===== src/rtl/nibble_serial_adder_ctrl_if.sv =====
// Operand/result handshake bundle for nibble_serial_adder_ctrl.
// Defining SERIAL_ADD_OVF_EN adds the out_ovf signed-overflow flag.
interface nibble_serial_adder_ctrl_if #(
    parameter int WIDTH = 16
);
    logic             in_valid;
    logic             in_ready;
    logic [WIDTH-1:0] in_a;
    logic [WIDTH-1:0] in_b;
    logic             in_cin;
    logic             out_valid;
    logic             out_ready;
    logic [WIDTH-1:0] out_sum;
    logic             out_cout;
`ifdef SERIAL_ADD_OVF_EN
    logic             out_ovf;
`endif

    // slave = the sequencer, master = the producer/consumer around it
    modport slave (
        input  in_valid, in_a, in_b, in_cin, out_ready,
        output in_ready, out_valid, out_sum, out_cout
`ifdef SERIAL_ADD_OVF_EN
        , output out_ovf
`endif
    );

    modport master (
        output in_valid, in_a, in_b, in_cin, out_ready,
        input  in_ready, out_valid, out_sum, out_cout
`ifdef SERIAL_ADD_OVF_EN
        , input out_ovf
`endif
    );
endinterface


===== src/rtl/nibble_serial_adder_ctrl.sv =====
// Feeds a WIDTH-bit operand pair to an external 4-bit adder one nibble per clock.
// Optional feature macro: SERIAL_ADD_OVF_EN (adds registered out_ovf).
module nibble_serial_adder_ctrl #(
    parameter int WIDTH = 16
) (
    input  logic                          clk,
    input  logic                          rst_n,
    nibble_serial_adder_ctrl_if.slave     bus,
    output logic [3:0]                    add_a,
    output logic [3:0]                    add_b,
    output logic                          add_cin,
    input  logic [3:0]                    add_sum,
    input  logic                          add_cout
);
    localparam int NNIB = WIDTH / 4;
    localparam int KW   = $clog2(NNIB);
    localparam logic [KW-1:0] K_LAST = KW'(NNIB - 1);

    typedef enum logic [1:0] {
        IDLE = 2'd0,
        RUN  = 2'd1,
        DONE = 2'd2
    } state_e;

    state_e                 state_q, state_d;
    logic [KW-1:0]          k_q, k_d;
    logic [NNIB-1:0][3:0]   a_q, a_d;
    logic [NNIB-1:0][3:0]   b_q, b_d;
    logic [NNIB-1:0][3:0]   sum_q, sum_d;
    logic                   carry_q, carry_d;
    logic                   out_valid_q, out_valid_d;
    logic [WIDTH-1:0]       out_sum_q, out_sum_d;
    logic                   out_cout_q, out_cout_d;
`ifdef SERIAL_ADD_OVF_EN
    logic                   out_ovf_q, out_ovf_d;
`endif

    always_ff @(posedge clk or negedge rst_n) begin
        if (!rst_n) begin
            state_q     <= IDLE;
            k_q         <= '0;
            a_q         <= '0;
            b_q         <= '0;
            sum_q       <= '0;
            carry_q     <= 1'b0;
            out_valid_q <= 1'b0;
            out_sum_q   <= '0;
            out_cout_q  <= 1'b0;
`ifdef SERIAL_ADD_OVF_EN
            out_ovf_q   <= 1'b0;
`endif
        end else begin
            state_q     <= state_d;
            k_q         <= k_d;
            a_q         <= a_d;
            b_q         <= b_d;
            sum_q       <= sum_d;
            carry_q     <= carry_d;
            out_valid_q <= out_valid_d;
            out_sum_q   <= out_sum_d;
            out_cout_q  <= out_cout_d;
`ifdef SERIAL_ADD_OVF_EN
            out_ovf_q   <= out_ovf_d;
`endif
        end
    end

    always_comb begin
        state_d = state_q;
        case (state_q)
            IDLE:    if (bus.in_valid) state_d = RUN;
            RUN:     if (k_q == K_LAST) state_d = DONE;
            DONE:    if (out_valid_q && bus.out_ready) state_d = IDLE;
            default: state_d = IDLE;
        endcase
    end

    // DONE spends its first cycle loading the result registers, so out_valid
    // rises one edge after the last nibble lands in sum_q.
    always_comb begin
        k_d         = k_q;
        a_d         = a_q;
        b_d         = b_q;
        sum_d       = sum_q;
        carry_d     = carry_q;
        out_valid_d = out_valid_q;
        out_sum_d   = out_sum_q;
        out_cout_d  = out_cout_q;
`ifdef SERIAL_ADD_OVF_EN
        out_ovf_d   = out_ovf_q;
`endif
        add_a       = 4'h0;
        add_b       = 4'h0;
        add_cin     = 1'b0;
        case (state_q)
            IDLE: begin
                if (bus.in_valid) begin
                    a_d     = bus.in_a;
                    b_d     = bus.in_b;
                    carry_d = bus.in_cin;
                    k_d     = '0;
                end
            end
            RUN: begin
                add_a      = a_q[k_q];
                add_b      = b_q[k_q];
                add_cin    = carry_q;
                sum_d[k_q] = add_sum;
                carry_d    = add_cout;
                if (k_q != K_LAST) k_d = k_q + 1'b1;
            end
            DONE: begin
                if (!out_valid_q) begin
                    out_valid_d = 1'b1;
                    out_sum_d   = sum_q;
                    out_cout_d  = carry_q;
`ifdef SERIAL_ADD_OVF_EN
                    out_ovf_d   = (a_q[NNIB-1][3] ~^ b_q[NNIB-1][3]) &
                                  (a_q[NNIB-1][3] ^ sum_q[NNIB-1][3]);
`endif
                end else if (bus.out_ready) begin
                    out_valid_d = 1'b0;
                end
            end
            default: ;
        endcase
    end

    assign bus.in_ready  = (state_q == IDLE);
    assign bus.out_valid = out_valid_q;
    assign bus.out_sum   = out_sum_q;
    assign bus.out_cout  = out_cout_q;
`ifdef SERIAL_ADD_OVF_EN
    assign bus.out_ovf   = out_ovf_q;
`endif
endmodule


===== src/flat_wrapper.sv =====
// flat-port wrapper written by rule: the top's interface ports become plain ports
module nibble_serial_adder_ctrl_flat 
#(
    parameter int WIDTH = 16
)
  (clk, rst_n, add_a, add_b, add_cin, add_sum, add_cout, bus_in_valid, bus_in_a, bus_in_b, bus_in_cin, bus_out_ready, bus_in_ready, bus_out_valid, bus_out_sum, bus_out_cout);
  nibble_serial_adder_ctrl_if #(.WIDTH(WIDTH)) bus_i ();
  input  logic clk;
  input  logic rst_n;
  output logic [3:0] add_a;
  output logic [3:0] add_b;
  output logic add_cin;
  input  logic [3:0] add_sum;
  input  logic add_cout;
  input wire logic [$bits(bus_i.in_valid)-1:0] bus_in_valid;
  input wire logic [$bits(bus_i.in_a)-1:0] bus_in_a;
  input wire logic [$bits(bus_i.in_b)-1:0] bus_in_b;
  input wire logic [$bits(bus_i.in_cin)-1:0] bus_in_cin;
  input wire logic [$bits(bus_i.out_ready)-1:0] bus_out_ready;
  output wire logic [$bits(bus_i.in_ready)-1:0] bus_in_ready;
  output wire logic [$bits(bus_i.out_valid)-1:0] bus_out_valid;
  output wire logic [$bits(bus_i.out_sum)-1:0] bus_out_sum;
  output wire logic [$bits(bus_i.out_cout)-1:0] bus_out_cout;
  assign bus_i.in_valid = bus_in_valid;
  assign bus_i.in_a = bus_in_a;
  assign bus_i.in_b = bus_in_b;
  assign bus_i.in_cin = bus_in_cin;
  assign bus_i.out_ready = bus_out_ready;
  assign bus_in_ready = bus_i.in_ready;
  assign bus_out_valid = bus_i.out_valid;
  assign bus_out_sum = bus_i.out_sum;
  assign bus_out_cout = bus_i.out_cout;
  nibble_serial_adder_ctrl #(.WIDTH(WIDTH)) u_core (.clk(clk), .rst_n(rst_n), .bus(bus_i), .add_a(add_a), .add_b(add_b), .add_cin(add_cin), .add_sum(add_sum), .add_cout(add_cout));
endmodule

===== config.mk =====
export PLATFORM = sky130hd
export DESIGN_NAME = nibble_serial_adder_ctrl_flat
export DESIGN_NICKNAME = d
export VERILOG_FILES = /design/src/rtl/nibble_serial_adder_ctrl_if.sv /design/src/rtl/nibble_serial_adder_ctrl.sv /design/src/flat_wrapper.sv
export SDC_FILE = /design/constraint.sdc
export NUM_CORES = 1
export LEC_CHECK = 0
export CAP_MARGIN = 20
export CORE_MARGIN = 8
export CORE_UTILIZATION = 50
export CTS_CLUSTER_DIAMETER = 50
export CTS_CLUSTER_SIZE = 20
export DETAILED_ROUTE_END_ITERATION = 10
export GPL_TIMING_DRIVEN = 0
export PLACE_DENSITY = 0.8
export SETUP_SLACK_MARGIN = 0.2
export SYNTH_ARGS = -nofsm -noshare
export SYNTH_HDL_FRONTEND = slang
export SYNTH_SLANG_ARGS = --single-unit

===== constraint.sdc =====
create_clock -name clk -period 2.1 [get_ports clk]
set_input_delay 0.42 -clock clk [delete_from_list [all_inputs] [get_ports clk]]
set_output_delay 0.42 -clock clk [all_outputs]
set_load 0.005 [all_outputs]

==> results of run 1 <==
==> through the flow <==
| step | setup slack [ps] | total power, uW | area (um^2) | hold slack (ps) |
|---|---|---|---|---|
| finish | -47.2 | 6810 | 4250 | 190 |
| global route | -118 | 7210 | 4250 | 263 |
| CTS | -50.6 | 6810 | 4240 | 225 |
| detailed placement | -200 | 5080 | 3830 | 474 |
| global placement | -1760 | 4990 | 3830 | 465 |
| floorplan | 382 | 3990 | 3050 | 124 |
==> cell usage after synthesis (all sizes together) <==
cell	number
nor2	4
nand2	8
clkbuf	3
and3b	1
o21ai	3
mux4	8
inv	3
buf	5
nor2b	1
nor3b	2
nand2b	1
mux2	66
and2	9
ha	4
a21oi	1
dfrtp	71
a21o	1
==> kinds of logic after synthesis <==
kind of cell / share of synthesized area [%]
buf+inv: 2.67
flops: 58.3
simple gates: 6.16
compound gates: 0.903
mux: 30.3
fa+ha+maj: 1.64
==> registers in the layout (all words and copies together), names as in the netlist <==
signal                flops
u_core.bus.out_valid      1
u_core.sum_q             16
u_core.a_q               16
u_core.k_q                2
u_core.state_q            2
u_core.bus.out_cout       1
u_core.carry_q            1
u_core.bus.out_sum       16
u_core.b_q               16
==> report_power, final <==
group	total, uW	leakage (uW)	internal (uW)	switching (uW)
logic	3030	0.000902	2030	1000
registers	2460	0.000845	2070	398
clock network	1320	0.000122	817	503
==> worst register-to-register path: stages, from the launching register on <==
cell and delay (ps):
dfrtp_1 380, clkbuf_8 150, buf_4 160, nor3b_4 380
buf_6 220, mux2_2 350
==> worst max-delay path by stage <==
| stage | start | to | slack (ps) | cells past startpoint |
|---|---|---|---|---|
| 2_1_floorplan | u_core.k_q[0] | add_a[0] | 380 | 3 |
| 3_5_place_dp | u_core.k_q[0] | add_a[1] | -200 | 4 |
| 4_1_cts | u_core.k_q[0] | add_a[1] | -50 | 5 |
| 3_3_place_gp | rst_n | u_core.bus.out_sum[2] | -1760 | 1 |
| 5_1_grt | u_core.k_q[0] | add_a[2] | -120 | 5 |
| 6_report | u_core.k_q[0] | add_b[1] | -50 | 5 |
==> layout make-up <==
class	instances	area (um^2)	area share, %
well taps	75	93.8	2.21
repair buffers	81	821	19.3
inverters	3	11.3	0.265
flip-flops and latches	71	1780	41.9
multi-input cells	109	1200	28.3
clock inverters	6	108	2.53
clock buffers	10	138	3.24
plain buffers	8	96.3	2.27
==> what timing repair did <==
action | in CTS | in global routing
setup buffers | 11 | 0
setup endpoints to repair | 14 | 10
pin swaps | 8 | 0
cloned | 1 | 0
resized for setup | 58 | 4
==> per-layer routing <==
metal  wire length, um  global-route usage (%)
met3               290                    4.00
met1              2800                    18.6
met4               127                    8.45
met2              3120                    25.4
met5                 0                       0
==> impl_metrics.csv, run 1 <==
group,metric,value,unit
critical_path,ff2ff_setup_slack,340,ps
synth,netlist_instances,191,
synth,synth_nets,237,
floorplanning,start_util,51.5,%
finish,syn_to_final_growth,39.5,%
cts,cts_root_buf,"clkbuf_8",
sta,relSlewSlack,42.0,%
sta,setup_viol,8,
min_path,min_path_type,"in -> async",
critical_path,start_kind,"flip-flop",
cts,cts_buffers,9,
sta,layout_setup_ws,-47.2,ps
finish,final_cells,363,
sta,finalCriticalPeriod,2150,ps
sta,min_period_over_period,102,%
global_route,grt_usage,15.6,%
synth,synth_top_area_share,58.3,%
route,dr_total_vias,1879,
critical_path,cp_max_fo,4,
placed_design,dpl.cell_count,335,
critical_path,cpLargestDelayFamily,"multiplexers",
synth,synth_area_leaders,"dfrtp_1 (58%), mux2_2 (24%), mux4_2 (5.9%), and2_1 (1.8%), ha_1 (1.6%)",
finish,n_antenna_cell,0,
floorplanning,dieArea,8850,um^2
cts,cts.reportedPaths.clkPinSlew,80,ps
synth,ys_seq_area_share,58.3,%
critical_path,crit_path_end_kind,"output port",
critical_path,worst_ep_required_time,1680,ps
route,drt-vias-per-instance,5.18,
floorplanning,dieHeight,94.1,um
cts,cts_buffer_depth,2,
sta,slew_violations,0,
power,p_per_area,1600,nW/um^2
finish,final_cell_mix,"dfrtp_1 (69), mux2_2 (64), clkdlybuf4s50_1 (58)",
global_route,grt_pass1_vias,2070,
power,leakage,0.00187,uW
sta,rsz0062_at_grt,"yes",
synth,yosysTopAreaCell,"dfrtp_1",
job,maxCapViolations,0,
outcome,status,"complete, but fails checks",
synth,ys_warn_count,0,
cts,cts_hold_buf,0,
finish,nFillCells,407,
route,drt_iter0_markers,58,
critical_path,path_common_cell,"buf_6",
route,drt.antenna.violating_nets,0,
cts,htree_levels,3,
floorplanning,design.core.area,5920,um^2
synth,yosysUniqueCellTypes,25,
finish,nets,329,
placed_design,gp_congestion,0.725,
sta,tns,-273,ps
floorplanning,core.rowCount,28,
critical_path,cpPeakStageDelay,490,ps
finish,final_common_cell,"dfrtp_1",
placed_design,dp.final_hpwl,4.15,mm
critical_path,reg2regPathDepth,5,
synth,syn_area_per_cell,16.0,um^2
critical_path,worst_r2r_startpoint,"u_core.state_q[0]",
critical_path,cp_cell_sequence,"buf_8, buf_6, mux4_2, and2_4, buf_6",
critical_path,cp_num_buf_inv,3,
sta,clock-skew-final,4.54,ps
global_route,grt_pass1_wl,10.6,mm
synth,ys_ff_latch,71,
critical_path,cp.arrival,1730,ps
finish,layout-drive-gt1-share,45.5,%
critical_path,path_class,"reg -> out",
route,totalWireLength,6.34,mm
global_route,antenna_found_initial,0,
finish,final_core_util,71.8,%
synth,synthesis.area,3050,um^2
route,firstDrtPassIters,4,
floorplanning,ios,70,
power,ir_worst_vdd,793,uV
cts,clock_latency,330,ps
critical_path,slowest_stage,"mux4_2",
floorplanning,die_w,94.1,um
sta,hold_violations,0,
sta,worst_pin_slew,870,ps
sta,max_freq,466,MHz
route,drc,0,
placed_design,io_buffers,69,
route,wl_per_cell,17.5,um
critical_path,timing.rr.end,"u_core.b_q[6]",
cts,cts.sinks,71,
global_route,grt_overflow,0,
global_route,grt_max_degree,72,
outcome,violations,"setup timing",
cts,cts_tree,"done",
Note: power is estimated with default switching activity, not from simulation.
==> inputs of run 2 (changes only) <==
--- a/config.mk
+++ b/config.mk
@@ -7,12 +7,12 @@
 export LEC_CHECK = 0
 export CAP_MARGIN = 20
 export CORE_MARGIN = 8
-export CORE_UTILIZATION = 50
+export CORE_UTILIZATION = 53
 export CTS_CLUSTER_DIAMETER = 50
 export CTS_CLUSTER_SIZE = 20
 export DETAILED_ROUTE_END_ITERATION = 10
 export GPL_TIMING_DRIVEN = 0
-export PLACE_DENSITY = 0.8
+export PLACE_DENSITY = 0.84
 export SETUP_SLACK_MARGIN = 0.2
 export SYNTH_ARGS = -nofsm -noshare
 export SYNTH_HDL_FRONTEND = slang
==> constraint.sdc (replaced) <==
create_clock -name clk -period 2.62 [get_ports clk]
set_input_delay 0.524 -clock clk [delete_from_list [all_inputs] [get_ports clk]]
set_output_delay 0.524 -clock clk [all_outputs]
set_load 0.005 [all_outputs]
==> impl_metrics.csv, run 2 (same netlist as run 1, synthesis figures left out) <==
group,metric,value,unit
cts,cts_buffers,9,
placed_design,preCtsSetupSlack,194,ps
placed_design,dpl_cell_area,3820,um^2
cts,clock_latency,350,ps
sta,min_period_over_period,91.9,%
route,firstDrtPassIters,4,
finish,nFillCells,370,
route,drt-vias-per-instance,5.16,
global_route,use_met3,3.99,%
sta,hold_violations,0,
power,leakage,0.00180,uW
critical_path,cp_max_fo,3,
global_route,grt_pass1_vias,2051,
critical_path,start_kind,"flip-flop",
cts,cts.reportedPaths.clkPinSlew,70,ps
critical_path,cp.arrival,1880,ps
finish,multi_input_area,1190,um^2
finish,syn_to_final_growth,36.3,%
sta,layout_setup_ws,212,ps
cts,cts.sinks,71,
finish,final_core_util,74.9,%
cts,cts_tree,"done",
sta,relSlewSlack,41.5,%
finish,nets,325,
route,dr_total_vias,1837,
finish,regArea,1780,um^2
global_route,grt_max_degree,72,
global_route,antenna_found_initial,0,
global_route,grt_busiest_layer,"met2",
floorplanning,ios,70,
floorplanning,core.rowCount,27,
power,p_per_area,1240,nW/um^2
sta,setup_viol,0,
global_route,grt_usage,15.9,%
route,totalWireLength,6.39,mm
sta,slew_violations,0,
floorplanning,start_util,55.0,%
outcome,status,"complete, no violations",
power,totalPowerFinal,5170,uW
placed_design,gp_congestion,0.731,
cts,cts_buffer_depth,2,
route,drc,0,
sta,worst_pin_slew,877,ps
finish,layout-drive-gt1-share,39.8,%
finish,stdcell_area,4150,um^2
global_route,gr-usage-met1,18.3,%
floorplanning,design.core.area,5540,um^2
cts,cts_root_buf,"clkbuf_8",
critical_path,crit_path_end_kind,"output port",
sta,max_freq,415,MHz
route,wl_per_cell,18.0,um
critical_path,worst_ep_required_time,2100,ps
global_route,grt_overflow,0,
sta,finalCriticalPeriod,2410,ps
sta,tns,0,ps
floorplanning,die_w,91.8,um
finish,final_common_cell,"dfrtp_1",
route,drt_iter0_markers,93,
min_path,min_path_type,"in -> async",
job,maxCapViolations,0,
route,drt.antenna.violating_nets,0,
floorplanning,dieArea,8430,um^2
cts,cts_hold_buf,0,
floorplanning,dieHeight,91.8,um
placed_design,io_buffers,69,
global_route,grt_pass1_wl,10.4,mm
critical_path,path_class,"reg -> out",
sta,rsz0062_at_grt,"yes",
global_route,use_met2,26.4,%
cts,htree_levels,3,
sta,clock-skew-final,9.97,ps
finish,final_cell_mix,"dfrtp_1 (69), mux2_2 (64), clkdlybuf4s50_1 (60)",
placed_design,dp.final_hpwl,4.39,mm
power,ir_worst_vdd,630,uV
finish,n_antenna_cell,0,
==> run 2: stage by stage <==
stage / hold slack, ps / cells
after floorplan: 228 / 191
after global placement: 464 / 332
after detailed placement: 478 / 332
after CTS: 321 / 354
after global routing: 377 / 356
final: 291 / 356
==> run 2: per-layer routing <==
metal / up-vias / part of all wire (%)
li1: 856 / -
met1: 927 / 42
met2: 44 / 51
met3: 10 / 4.8
met4: 0 / 2.2
met5: - / 0
==> run 2: path summary, 6_finish.rpt <==
check | start | end | slack (ps) | cells past startpoint
max | u_core.k_q[0] | add_b[2] | 210 | 5
min | rst_n | u_core.b_q[15] | 290 | 1
max reg2reg | u_core.k_q[0] | u_core.sum_q[3] | 860 | 8
min reg2reg | u_core.a_q[8] | u_core.a_q[8] | 490 | 1
max in group asynchronous | rst_n | u_core.state_q[1] | 1690 | 1
min in group clk | u_core.a_q[8] | u_core.a_q[8] | 490 | 1
==> run 2: final cells by class <==
cell class / instances / area share [%]
Sequential cell: 71 / 42.9
Multi-Input combinational cell: 109 / 28.8
Timing Repair Buffer: 77 / 18.4
Clock buffer: 11 / 3.16
Buffer: 8 / 2.35
Tap cell: 72 / 2.17
Clock inverter: 5 / 1.99
Inverter: 3 / 0.271
==> run 2: repair_timing <==
item / 4_1_cts / 5_1_grt
gates cloned: 1 / 0
gates resized for setup: 17 / 16
endpoints found under the hold margin: 0 / 0
pin swaps: 0 / 1
buffers inserted: 5 / 2
endpoints found under the setup margin: 9 / 6
==> run 2: power by group <==
| part | switching [uW] | internal, uW |
|---|---|---|
| clock | 407 | 539 |
| combinational | 768 | 1480 |
| sequential | 318 | 1660 |
==> run 2: critical path, cell delays in order (launching register included) <==
cell and delay, ps:
dfrtp_2 420, buf_8 120, buf_4 120, mux4_2 470, and2_1 160, dlygate4sd2_1 260
==> inputs of run 3 (changes only) <==
--- a/config.mk
+++ b/config.mk
@@ -14,6 +14,7 @@
 export GPL_TIMING_DRIVEN = 0
 export PLACE_DENSITY = 0.84
 export SETUP_SLACK_MARGIN = 0.2
+export SLEW_MARGIN = 30
 export SYNTH_ARGS = -nofsm -noshare
 export SYNTH_HDL_FRONTEND = slang
 export SYNTH_SLANG_ARGS = --single-unit
==> impl_metrics.csv, run 3 (same netlist as run 1, synthesis figures left out) <==
group,metric,value,unit
cts,cts_tree,"done",
global_route,grt_overflow,0,
cts,cts.sinks,71,
placed_design,preCtsSetupSlack,190,ps
critical_path,worst_ep_required_time,2100,ps
finish,stdcell_area,4230,um^2
sta,layout_setup_ws,221,ps
finish,syn_to_final_growth,38.9,%
route,dr.max_layer_used,"met4",
floorplanning,design.core.area,5540,um^2
critical_path,slowest_stage,"mux4_2",
power,ir_worst_vdd,767,uV
power,switchingPower,1480,uW
finish,layout-drive-gt1-share,40.2,%
cts,cts_hold_buf,0,
sta,rsz0062_at_grt,"yes",
critical_path,cp_max_fo,4,
route,drt.antenna.violating_nets,0,
power,seqPwrFrac,36.8,%
global_route,antenna_found_initial,0,
floorplanning,die_w,91.8,um
power,leakage,0.00185,uW
cts,cts_root_buf,"clkbuf_8",
floorplanning,ios,70,
critical_path,timing.rr.end,"u_core.k_q[0]",
global_route,grt_pass1_vias,2076,
critical_path,crit_path_end_kind,"output port",
sta,hold_violations,0,
cts,cts_buffers,9,
cts,clock_latency,340,ps
route,totalWireLength,6.38,mm
min_path,min_path_type,"in -> async",
finish,final_cell_mix,"dfrtp_1 (69), mux2_2 (64), clkdlybuf4s50_1 (60)",
critical_path,path_class,"reg -> out",
floorplanning,core.rowCount,27,
global_route,grt_pass1_wl,10.6,mm
finish,nets,327,
global_route,grt_max_degree,45,
placed_design,gp_congestion,0.731,
critical_path,start_kind,"flip-flop",
power,pwr-share-clk,21.5,%
route,wl_per_cell,17.8,um
sta,min_period_over_period,91.6,%
placed_design,dp.final_hpwl,4.57,mm
placed_design,dpl_cell_area,3840,um^2
route,firstDrtPassIters,4,
floorplanning,start_util,55.0,%
placed_design,dpl.cell_count,333,
sta,hold_ws,178,ps
sta,finalCriticalPeriod,2400,ps
finish,nFillCells,372,
critical_path,reg2regPathDepth,6,
route,wl_met1,2.69,mm
sta,worst_pin_slew,552,ps
critical_path,cp_cell_sequence,"buf_6, buf_16, mux4_2, and2_1, dlygate4sd2_1",
finish,multi_input_area,1190,um^2
finish,n_antenna_cell,0,
power,sw_frac_of_total,27.6,%
route,drt_iter0_markers,40,
outcome,status,"complete, no violations",
route,drt-vias-per-instance,5.23,
floorplanning,dieHeight,91.8,um
power,internal_power,3900,uW
finish,regArea,1780,um^2
placed_design,io_buffers,69,
critical_path,cp.arrival,1880,ps
sta,max_freq,417,MHz
route,wl_met3,297,um
sta,slew_violations,0,
floorplanning,dieArea,8430,um^2
critical_path,worst_r2r_startpoint,"u_core.k_q[0]",
job,maxCapViolations,0,
power,p_per_area,1270,nW/um^2
sta,setup_viol,0,
finish,final_core_util,76.4,%
route,met2WireLength,3.29,mm
global_route,grt_usage,16.1,%
cts,htree_levels,3,
critical_path,ff2ff_setup_slack,880,ps
sta,clock-skew-final,11.1,ps
critical_path,cpPeakStageDelay,470,ps
cts,cts_buffer_depth,2,
finish,final_common_cell,"dfrtp_1",
cts,cts.reportedPaths.clkPinSlew,80,ps
power,combPwrFrac,41.7,%
finish,final_cells,358,
route,drc,0,
sta,relSlewSlack,63.2,%
route,dr_total_vias,1872,
## run 3: changes by cell type in the layout (fill, tap and decap cells not counted), moves of 2 or more
cell | before | now
dlygate4sd2_1 | 2 | 5
bufinv_16 | 2 | 4
buf_8 | 4 | 2
clkbuf_8 | 9 | 11
clkdlybuf4s15_1 | 5 | 3
## run 3: how the worst max path moves through the flow
| stage | from | cells after the start | endpoint |
|---|---|---|---|
| 2_1_floorplan | u_core.k_q[0] | 3 | add_a[0] |
| 3_3_place_gp | rst_n | 1 | u_core.bus.out_sum[13] |
| 3_5_place_dp | u_core.k_q[0] | 4 | add_a[0] |
| 4_1_cts | u_core.k_q[0] | 5 | add_a[0] |
| 5_1_grt | u_core.k_q[0] | 5 | add_a[3] |
| 6_report | u_core.k_q[0] | 5 | add_a[3] |
## run 3: what timing repair did
item                                    4_1_cts  5_1_grt
pin swaps                                     0        1
buffers inserted                              5        3
endpoints found under the hold margin         0        0
cloned                                        1        0
resized for setup                            17        8
endpoints found under the setup margin        9        5
## run 3: routing by layer
layer,track usage [%],up-vias
met2,27.3,44
li1,-,862
met1,18.5,959
met3,4.48,7
met4,7.25,0
met5,0,-
## run 3: power groups by stage
stage | registers (uW) | clock network, uW | logic (uW)
floorplan | 1900 | 0 | 1290
global placement | 1940 | 0 | 2050
detailed placement | 1990 | 0 | 2110
CTS | 1990 | 1180 | 2190
global route | 2050 | 1230 | 2420
finish | 1980 | 1160 | 2240
## run 3: final cells by class
cell class / count / share of cell area [%]
Tap cell: 72 / 2.13
Clock inverter: 5 / 3.05
Timing Repair Buffer: 79 / 18.8
Inverter: 3 / 0.266
Clock buffer: 11 / 3.34
Buffer: 8 / 2.13
Multi-Input combinational cell: 109 / 28.2
Sequential cell: 71 / 42.0
## run 3: worst max-delay path, delay by kind of cell (launching register included)
kind / cells / cell delay, ps
AND/OR/NAND/NOR: 1 / 170
buffers and inverters: 3 / 500
multiplexers: 1 / 470
flip-flops: 1 / 410
## run 3: per-stage QoR
step / power (uW) / setup TNS [ps]
global route: 5700 / 0
finish: 5380 / 0
floorplan: 3190 / 0
detailed placement: 4100 / 0
global placement: 3990 / -92080
CTS: 5350 / 0
